$ cat config.mk
export PLATFORM = sky130hd
export DESIGN_NAME = counter4b_rev
export DESIGN_NICKNAME = d
export VERILOG_FILES = /design/src/rtl/counter4b_rev.sv
export SDC_FILE = /design/constraint.sdc
export NUM_CORES = 1
export LEC_CHECK = 0
export BUFFER_PORTS_ARGS = -buffer_cell sky130_fd_sc_hd__buf_2
export CAP_MARGIN = 20
export CORE_AREA = 2 2 39 41
export DETAILED_ROUTE_END_ITERATION = 12
export DIE_AREA = 0 0 41 43
export GPL_ROUTABILITY_DRIVEN = 0
export PLACE_DENSITY_LB_ADDON = 0.08
export SYNTH_ARGS = -nofsm -noshare
export SYNTH_HDL_FRONTEND = slang
export SYNTH_SLANG_ARGS = --single-unit
$ cat constraint.sdc
create_clock -name clk -period 2.1 [get_ports clk]
set_input_delay 0.42 -clock clk [delete_from_list [all_inputs] [get_ports clk]]
set_output_delay 0.42 -clock clk [all_outputs]
set_load 0.05 [all_outputs]
$ cat src/rtl/counter4b_rev.sv
// Reversible binary counter: S=1 counts up, S=0 counts down, one step per clk edge.
// Rc flags the terminal count for the current direction so stages can be cascaded.
module counter4b_rev #(
  parameter int WIDTH = 4
) (
  input  logic             clk,
  input  logic             rst,
  input  logic             S,
  output logic [WIDTH-1:0] cnt,
  output logic             Rc
);

  localparam logic [WIDTH-1:0] ONE = WIDTH'(1);

  logic [WIDTH-1:0] cnt_q;
  logic [WIDTH-1:0] cnt_d;

  always_comb begin
    cnt_d = S ? (cnt_q + ONE) : (cnt_q - ONE);
  end

  always_ff @(posedge clk or negedge rst) begin
    if (!rst) begin
      cnt_q <= '0;
    end else begin
      cnt_q <= cnt_d;
    end
  end

  // Decoded straight from S so a direction change moves Rc without a clock edge.
  always_comb begin
    Rc = S ? (&cnt_q) : ~(|cnt_q);
  end

  assign cnt = cnt_q;

endmodule

==> impl_metrics.yaml <==
setup_path:
  crit_type: "flop to output pin"
  regToRegStartpoint: "cnt[1]"
  cpPeakStageDelay_ns: 0.49
  r2r_cells: 4
  worst-path-max-fanout: 5
  cpMaxStageDelayCell: "or4_1"
  cp.required_ns: 1.68
  path_cells: "or4_1 > o21ai_2 > buf_2"
  cp.arrival_ns: 1.52
  worstSetupStartpointType: "flop"
  worstSetupEndpointType: "output pin"
  rrSetupSlack_ns: 0.78
  r2r-end: "cnt[3]"
logic_synthesis:
  synth_top_area_frac: 0.460
  synth_area_leader_cell: "dfrtp_1"
  yosys_warnings: 0
  syn_nets: 24
  synth_seq_cells: 4
  ys_seq_area_frac: 0.460
  synth_edf_count: 0
  synth_area_per_cell_um2: 12.1
  netlist_instances: 18
  synth_area_um2: 218
  synthFlopType: "dfrtp_1"
  synth.area.top_cells: "dfrtp_1 46%, ha_1 11%, fa_1 9.2%"
  async_flop_share: 1.00
  synth_most_common_cell: "dfrtp_1"
  synth_cell_type_count: 12
  synthTopCellsByCount: "4 x dfrtp_1, 2 x ha_1, 2 x inv_1, 2 x xnor2_1"
drt:
  routed_wl_um: 444
  wl_met1_um: 170
  wl_met2_um: 217
  highest-signal-layer: "met3"
  drt_iter0_drc: 0
  dr_wl_met3_um: 55
  via_per_inst: 3.80
  avgRoutedWirePerCell_um: 9.65
  drtPass1Iterations: 1
  route.detailed.drc: 0
  antenna_left: 0
  vias: 175
sta:
  drv_slew: 0
  setup_viol: 0
  maxSlewHeadroom: 0.833
  min_period_ns: 1.94
  min_period_over_period: 0.923
  clock_skew_ns: 0.00173
  tightest_slew_ns: 0.252
  setup_tns_ns: 0
  rsz0062_at_grt: "no"
  hold_violations: 0
  fmax_ghz: 0.516
global_routing:
  grt_usage: 0.0697
  antenna_found_initial: 0
  grt_start_max_net_pins: 6
  grt_pass1_wl_um: 731
  grt-ovfl-total: 0
  grt_pass1_vias: 189
clock_tree:
  cts-root-buf: "clkbuf_4"
  clock_latency_ns: 0.23
  cts_max_path_buffers: 2
  clkTransAtPathRegs_ns: 0.04
  clock_sinks: 4
  h-tree-depth: 1
  postCtsSetupBuffers: 0
  cts_tree: "built"
  cts_buffers: 3
placed_design:
  hpwl_um: 359
  port_buffers: 7
finish:
  largest_reg_flops: 4
  final_nets: 38
  utilization: 0.229
  area_growth_pct: 45.4
  num_antenna_cells: 0
  drive_gt1_frac: 0.467
die:
  num_rows: 14
  die_x_um: 41
  core_um2: 1380
  die_h_um: 43
  start_util: 0.157
  die-area_um2: 1760
  io_pins: 8
power_and_ir_drop:
  leakage_uw: 0.000155
  vdd_drop_max_uv: 403
  powerDensity_nw_per_um2: 1610
run:
  drv_cap: 0
run_status:
  status: "finished, final reports clean"
hold_path:
  worstHoldPathType: "input pin to asynchronous set/reset pin"
-- worst max-delay path, delay by kind of cell (launching register included) --
| kind | cells | cell delay, ns |
|---|---|---|
| flip-flops | 1 | 0.41 |
| AO/OA/AOI/OAI | 1 | 0.12 |
| buffers and inverters | 1 | 0.27 |
| AND/OR/NAND/NOR | 1 | 0.49 |
-- power breakdown --
group | internal, µW | switching, µW | leakage [µW]
Sequential | 110 | 35.1 | 0.0000442
Combinational | 89.4 | 182 | 0.0000969
Clock | 63.8 | 29.7 | 0.0000138
Total | 263 | 247 | 0.000155
-- routing by layer --
| metal | global-route usage | vias up |
|---|---|---|
| li1 | - | 86 |
| met3 | 0.0524 | 0 |
| met5 | 0 | - |
| met1 | 0.0689 | 83 |
| met2 | 0.0906 | 6 |
| met4 | 0.0600 | 0 |
-- kinds of logic (layout without fill, tap and decap cells) --
kind of cell | Yosys count | in the layout | share of synthesized area
buffers and inverters | 2 | 14 | 0.0345
xor gates and xnor gates | 3 | 3 | 0.121
and+or+nand+nor | 3 | 3 | 0.0920
DFF | 4 | 4 | 0.460
adders and majority gates | 3 | 3 | 0.207
AOI/OAI and AO/OA | 3 | 3 | 0.0862
-- layout by cell type, fill, tap and decap left out --
cell type	netlist	final
or4_1	1	1
dlygate4sd3_1	0	1
clkbuf_4	0	3
buf_2	0	7
dfrtp_1	4	4
xnor2_1	2	2
o21ai_2	0	1
nand3_1	1	1
ha_1	2	2
inv_1	2	2
a21o_2	1	1
and3_2	1	1
xor2_1	1	1
buf_4	0	1
fa_1	1	1
a21oi_1	1	1
-- per-stage QoR --
| step | instances | setup WS (ns) | hold WS [ns] | cell area (µm²) | total power, µW |
|---|---|---|---|---|---|
| floorplan | 18 | 0.0319 | 0.124 | 221 | 357 |
| global placement | 42 | 0.249 | 0.227 | 284 | 424 |
| detailed placement | 42 | 0.237 | 0.229 | 284 | 420 |
| CTS | 46 | 0.138 | 0.523 | 317 | 522 |
| global route | 46 | 0.0707 | 0.537 | 317 | 544 |
| finish | 46 | 0.161 | 0.524 | 317 | 510 |
-- timing repair --
action,CTS,global route
hold buffers,1,0
endpoints found under the hold margin,4,0
gates resized for setup,0,0
-- cell type report --
cell class	instances	area [µm²]
timing repair buffer	9	52.6
multi-input combinational	12	114
fill	150	1070
inverter	2	7.51
clock buffer	3	22.5
sequential	4	100
tap	16	20.0
-- worst max-delay path by stage --
| stage | slack [ns] | from | endpoint |
|---|---|---|---|
| after global routing | 0.07 | cnt[1] | Rc |
| final | 0.16 | cnt[1] | Rc |
| after global placement | 0.25 | S | Rc |
| after floorplan | 0.03 | cnt[0] | Rc |
| after detailed placement | 0.24 | S | Rc |
| after CTS | 0.14 | cnt[1] | Rc |
(Power assumes the default switching activity.)
